==> src/rtl/mips_load_store_unit.sv <==
// mips_load_store_unit: load/store initiator to word-addressed data memory; LSU_RANGE_CHECK_EN enables window fault check
module mips_load_store_unit #(
  parameter logic [31:0] BASE_ADDR = 32'h10001000,
  parameter int DEPTH_WORDS = 16
) (
  input  logic        clk,
  input  logic        rst,
  input  logic        req_valid,
  output logic        req_ready,
  input  logic [5:0]  req_opcode,
  input  logic [31:0] req_addr,
  input  logic [31:0] req_wdata,
  output logic        resp_valid,
  output logic [31:0] resp_rdata,
  output logic        resp_fault,
  output logic [31:0] mem_address,
  output logic [31:0] mem_write_data,
  output logic        mem_read,
  output logic        mem_write,
  input  logic [31:0] mem_read_data
);
  localparam logic [2:0] IDLE = 3'd0, RD = 3'd1, RMW_RD = 3'd2, WR = 3'd3, RESP = 3'd4;
  localparam logic [5:0] OP_LB = 6'b100000, OP_LH = 6'b100001, OP_LW = 6'b100011, OP_LBU = 6'b100100,
                         OP_LHU = 6'b100101, OP_SB = 6'b101000, OP_SH = 6'b101001, OP_SW = 6'b101011;
  localparam logic [31:0] LAST_ADDR = BASE_ADDR + 32'(4 * DEPTH_WORDS) - 32'd1;
  localparam logic RANGE_EN =
`ifdef LSU_RANGE_CHECK_EN
    1'b1;
`else
    1'b0;
`endif
  logic [2:0]  state, next;
  logic [5:0]  op;
  logic [1:0]  off;
  logic [15:0] wdata;
  logic        accept, legal, is_load, misaligned, out_of_range, fault;
  logic [4:0]  bshift;
  logic [7:0]  rbyte;
  logic [15:0] rhalf;
  logic [31:0] load_val, merged;
  // request decode, next state, load extraction and sub-word merge
  always_comb begin
    accept = req_valid & req_ready;
    is_load = req_opcode == OP_LB || req_opcode == OP_LH || req_opcode == OP_LW ||
              req_opcode == OP_LBU || req_opcode == OP_LHU;
    legal = is_load || req_opcode == OP_SB || req_opcode == OP_SH || req_opcode == OP_SW;
    misaligned = ((req_opcode == OP_LH || req_opcode == OP_LHU || req_opcode == OP_SH) && req_addr[0]) ||
                 ((req_opcode == OP_LW || req_opcode == OP_SW) && req_addr[1:0] != 2'b00);
    out_of_range = RANGE_EN && (req_addr < BASE_ADDR || req_addr > LAST_ADDR);
    fault = !legal || misaligned || out_of_range;
    next = state == IDLE ? (!accept ? IDLE : fault ? RESP : is_load ? RD : req_opcode == OP_SW ? WR : RMW_RD) :
           state == RD ? RESP :
           state == RMW_RD ? WR :
           state == WR ? RESP : IDLE;
    bshift = {~off, 3'b000};
    rbyte = off[1] ? (off[0] ? mem_read_data[7:0] : mem_read_data[15:8])
                   : (off[0] ? mem_read_data[23:16] : mem_read_data[31:24]);
    rhalf = off[1] ? mem_read_data[15:0] : mem_read_data[31:16];
    load_val = op == OP_LB  ? {{24{rbyte[7]}}, rbyte} :
               op == OP_LBU ? {24'b0, rbyte} :
               op == OP_LH  ? {{16{rhalf[15]}}, rhalf} :
               op == OP_LHU ? {16'b0, rhalf} : mem_read_data;
    merged = op == OP_SB ? (mem_read_data & ~(32'h000000FF << bshift)) | ({24'b0, wdata[7:0]} << bshift) :
             off[1] ? {mem_read_data[31:16], wdata} : {wdata, mem_read_data[15:0]};
  end
  // state, captured request and registered memory/response outputs
  always_ff @(posedge clk or posedge rst) begin
    if (rst) begin
      state <= IDLE;
      op <= '0;
      off <= '0;
      wdata <= '0;
      req_ready <= 1'b1;
      resp_valid <= 1'b0;
      resp_fault <= 1'b0;
      resp_rdata <= '0;
      mem_read <= 1'b0;
      mem_write <= 1'b0;
      mem_address <= '0;
      mem_write_data <= '0;
    end else begin
      state <= next;
      req_ready <= next == IDLE;
      mem_read <= next == RD || next == RMW_RD;
      mem_write <= next == WR;
      resp_valid <= next == RESP;
      resp_fault <= accept && fault;
      resp_rdata <= state == RD ? load_val : 32'd0;
      if (accept) begin
        op <= req_opcode;
        off <= req_addr[1:0];
        wdata <= req_wdata[15:0];
        mem_address <= {req_addr[31:2], 2'b00};
        mem_write_data <= req_wdata;
      end
      if (state == RMW_RD) mem_write_data <= merged;
    end
  end
endmodule

==> config.mk <==
export PLATFORM = sky130hd
export DESIGN_NAME = mips_load_store_unit
export DESIGN_NICKNAME = d
export VERILOG_FILES = /design/src/rtl/mips_load_store_unit.sv
export SDC_FILE = /design/constraint.sdc
export NUM_CORES = 1
export LEC_CHECK = 0
export CAP_MARGIN = 20
export CORE_MARGIN = 1.5
export CORE_UTILIZATION = 40
export CTS_BUF_LIST = sky130_fd_sc_hd__clkbuf_4 sky130_fd_sc_hd__clkbuf_8
export DETAILED_ROUTE_END_ITERATION = 8
export PLACE_DENSITY = 0.76
export SETUP_SLACK_MARGIN = 0.2
export SLEW_MARGIN = 15
export SYNTH_ARGS = -nofsm -noshare
export SYNTH_HDL_FRONTEND = slang
export SYNTH_SLANG_ARGS = --single-unit
==> constraint.sdc <==
create_clock -name clk -period 4.5 [get_ports clk]
set_input_delay 0.45 -clock clk [delete_from_list [all_inputs] [get_ports clk]]
set_output_delay 0.45 -clock clk [all_outputs]
set_load 0.01 [all_outputs]
==> results.txt <==
----------------------------------------------------
[Detailed routing]
  Vias post-DR ... just under 6k
  Number of search-and-repair iterations in the first detailed-routing pass ... 5
  Wire length after detailed routing ... approximately 20000 µm
  Ratio of routed vias to standard cells ... 5.573
  DRT antenna net count ... 0
  Iter 0 DRT Violations ... roughly 640
  WL/cell ... approximately 19 µm
  Post-detailed-route DRC marker count ... 0

[Clock tree]
  Post-CTS resize count ... 0
  Clock tree buffer depth ... 2
  Clock input transition at the sequential cells of the worst setup and hold paths ... 80 ps
  Hold-fix buffers at CTS ... 0
  Worst skew pair latency ... around 450 ps
  CTS HTree Levels ... 4
  Total clock buffers created by CTS ... 17
  Clock tree from TritonCTS ... built
  Buffers inserted by post-CTS timing repair ... 0
  Root buffer cell ... sky130_fd_sc_hd__clkbuf_8
  Clock sink total ... between 100 and 150

[Power and ir drop]
  Switching pwr ... 1.897 mW
  Maximum vdd ir drop ... approximately 0.27 mV
  Cell Int Power ... ~3.2 mW
  Leak Pwr ... approximately 3.9 nW
  Part of the total power dissipated in the clock network ... 0.206
  Proportion of power drawn by combinational gates ... 0.433
  Reg power frac ... 0.361
  Switching share of power ... 0.3698
  Ratio of total power to cell area ... approximately 600 nW/µm²

[Place]
  Placed inst area ... 8297 µm²
  Number of cells after detailed placement ... about 1k
  Final weighted congestion in routability-driven placement ... between 0.8 and 0.9
  Number of buffers added on ports ... a little over 200
  Placed wire-length estimate ... 14090 µm

[Yosys]
  Synth top cells by count ... sky130_fd_sc_hd__nand2_1 (197), sky130_fd_sc_hd__dfrtp_1 (125), sky130_fd_sc_hd__a21oi_1 (47), sky130_fd_sc_hd__o21ai_0 (35), sky130_fd_sc_hd__clkbuf_1 (29)
  Number of library cell types mapped by synthesis ... 48
  Share of synthesized flip-flops with an asynchronous set or reset ... 1.000
  Number of synthesis warnings ... 0
  Post-synth top area share ... 0.5108
  Number of enable flip-flop cells after synthesis ... 0
  Synth Register Bits ... 126
  Most common flop cell mapped by yosys ... sky130_fd_sc_hd__dfrtp_1
  Count leader, synth ... sky130_fd_sc_hd__nand2_1
  Synthesized area ... 6123 µm²
  Synth top area cells ... sky130_fd_sc_hd__dfrtp_1 (51%), sky130_fd_sc_hd__nand2_1 (12%), sky130_fd_sc_hd__a21oi_1 (3.8%), sky130_fd_sc_hd__mux2i_1 (2.9%), sky130_fd_sc_hd__mux4_2 (2.9%)
  Avg Cell Area, Syn ... about 9.4 µm²
  Sequential element share of the synthesized area ... 0.5151
  Synth area leader ... sky130_fd_sc_hd__dfrtp_1
  Syn Inst Count ... between 600 and 700

[Finish]
  Area growth from synthesis to layout ... 42.34%
  Share of layout cells above drive strength 1 ... 0.09176
  Post-Route Utilization ... 0.5776
  Total inserted antenna cells ... 0
  Final-stage net count ... between 900 and 1k
  Non-filler cells, final ... roughly 1.0k
  Final design area excluding fillers ... approximately 8700 µm²

[Worst setup path]
  Kind of end point of the critical path ... register
  Data required time of the critical path ... 4780 ps
  Critical path fanouts, max ... 13
  CP Class ... reg -> reg
  R2r setup slk ... around 2000 ps
  Element type at the critical path start ... register
  Critical Path AT ... approximately 2800 ps

[Floorplan]
  Area of the core region ... 15090 µm²
  Vertical extent of the die ... 126.7 µm
  Floorplan die width ... 126.7 µm
  Die area ... 16060 µm²
  Number of top-level pins ... roughly 200
  Initial core utilization ... 0.4058
  Site row count ... 45

[STA]
  Final Setup Violations ... 0
  Worst clock skew ... 9.670 ps
  Minimum period implied by the final worst setup slack ... ~2500 ps
  TNS Setup ... 0 ps
  Fin crit share ... 0.5600
  Worst-margin pin slew ... between 900 and 1000 ps
  Worst hold margin ... around 430 ps
  Fmax ... 0.3968 GHz
  Unrepaired setup endpoints after global routing ... false
  Max-Slew Margin vs Limit ... 0.3705
  Number of max-slew violations in the final report ... 0
  Number of hold violations in the final report ... 0

[Global route]
  Gr usage total ... 0.2552
  Number of antenna violations at the first check in global routing ... 0
  First-pass GRT wire length ... 31510 µm
  Remaining global-route overflow ... 0
  Via count of the first global-routing pass ... approximately 5.6k
  Pin count of the biggest net entering global routing ... between 50 and 60

[Outcome]
  Run status ... complete, no violations

[Run]
  Max-cap check violation count ... 0

[Hold path]
  Path class of the lowest-slack min-delay path ... in -> async

----------------------------------------------------
## power groups by stage
| stage | Combinational [mW] | Sequential, mW | Clock (mW) |
|---|---|---|---|
| 5_1_grt | 2.41 | 1.91 | 1.13 |
| 3_3_place_gp | 2.18 | 1.85 | 0 |
| 3_5_place_dp | 2.21 | 1.86 | 0 |
| 6_report | 2.22 | 1.85 | 1.06 |
| 4_1_cts | 2.22 | 1.85 | 1.07 |
| 2_1_floorplan | 1.11 | 1.90 | 0 |
## routing by layer
metal,wire length (µm),track usage
met3,1735,0.07676
met2,8992,0.3902
met4,558,0.09091
met5,0,0
met1,8673,0.3456
## metrics by stage
stage / total power, mW / worst slack (ps)
6_report: 5.129 / 1980
5_1_grt: 5.450 / 1747
4_1_cts: 5.136 / 1989
3_5_place_dp: 4.066 / 1856
3_3_place_gp: 4.030 / 1911
2_1_floorplan: 3.018 / 695.7
## state kept, by name, indices dropped and copies added, names as in the netlist, 2 cells and up
| signal | count |
|---|---|
| wdata | 16 |
| resp_rdata | 32 |
| mem_write_data | 32 |
| off | 2 |
| state | 3 |
| op | 6 |
| mem_address | 30 |
## worst paths after layout
kind,start,end,cells after the start
worst max register to register,off[1]$_DFFE_PP0P_,resp_rdata[20]$_DFF_PP0_,4
worst min register to register,mem_address[29]$_DFFE_PP0P_,mem_address[29]$_DFFE_PP0P_,2
max in group asynchronous,rst,mem_write_data[10]$_DFFE_PP0P_,3
min in group clk,mem_address[29]$_DFFE_PP0P_,mem_address[29]$_DFFE_PP0P_,2
worst max-delay path,off[1]$_DFFE_PP0P_,resp_rdata[20]$_DFF_PP0_,4
worst min-delay path,rst,resp_rdata[23]$_DFF_PP0_,2
## worst max-delay path, stage by stage, from the launching register on
cell and delay (ps):
sky130_fd_sc_hd__dfrtp_1 760, sky130_fd_sc_hd__mux2_2 400, sky130_fd_sc_hd__or3_1 300, sky130_fd_sc_hd__a31oi_1 770, sky130_fd_sc_hd__nor2_1 120
## area by class of cell
class,instances,area (µm²)
inverters,6,25.02
multi-input cells,474,2768
well taps,188,235.2
clock inverters,6,107.6
fillers,1328,6374
flip-flops and latches,126,3154
repair buffers,214,2115
clock buffers,24,311.5
## layout by cell type, fill, tap and decap left out, drive strengths merged, types with 2 or more instances in the layout
cell	count
mux2i	18
a31oi	4
nand2	197
nor3b	4
or3	2
a211oi	16
and2	2
mux4	8
inv	6
and4	8
o211ai	7
nand2b	5
conb	2
o41ai	4
o21ai	35
o22ai	15
nand3	8
nor4	7
a21oi	47
buf	11
mux2	8
nor2	27
o211a	7
clkbuf	24
bufinv	3
o21a	2
a22oi	17
clkdlybuf4s50	203
clkinv	2
dfrtp	125
o31ai	4
or3b	3
nor3	10
## cells by family (layout without fill, tap and decap cells)
family | Yosys count | after routing | share of synthesized area
buffers and inverters | 54 | 250 | 0.03678
other | 1 | 2 | 0.0006124
AO/OA/AOI/OAI | 162 | 162 | 0.1788
AND/OR/NAND/NOR | 276 | 276 | 0.1951
flip-flops | 126 | 126 | 0.5151
multiplexers | 34 | 34 | 0.07356
(Power assumes the default switching activity.)
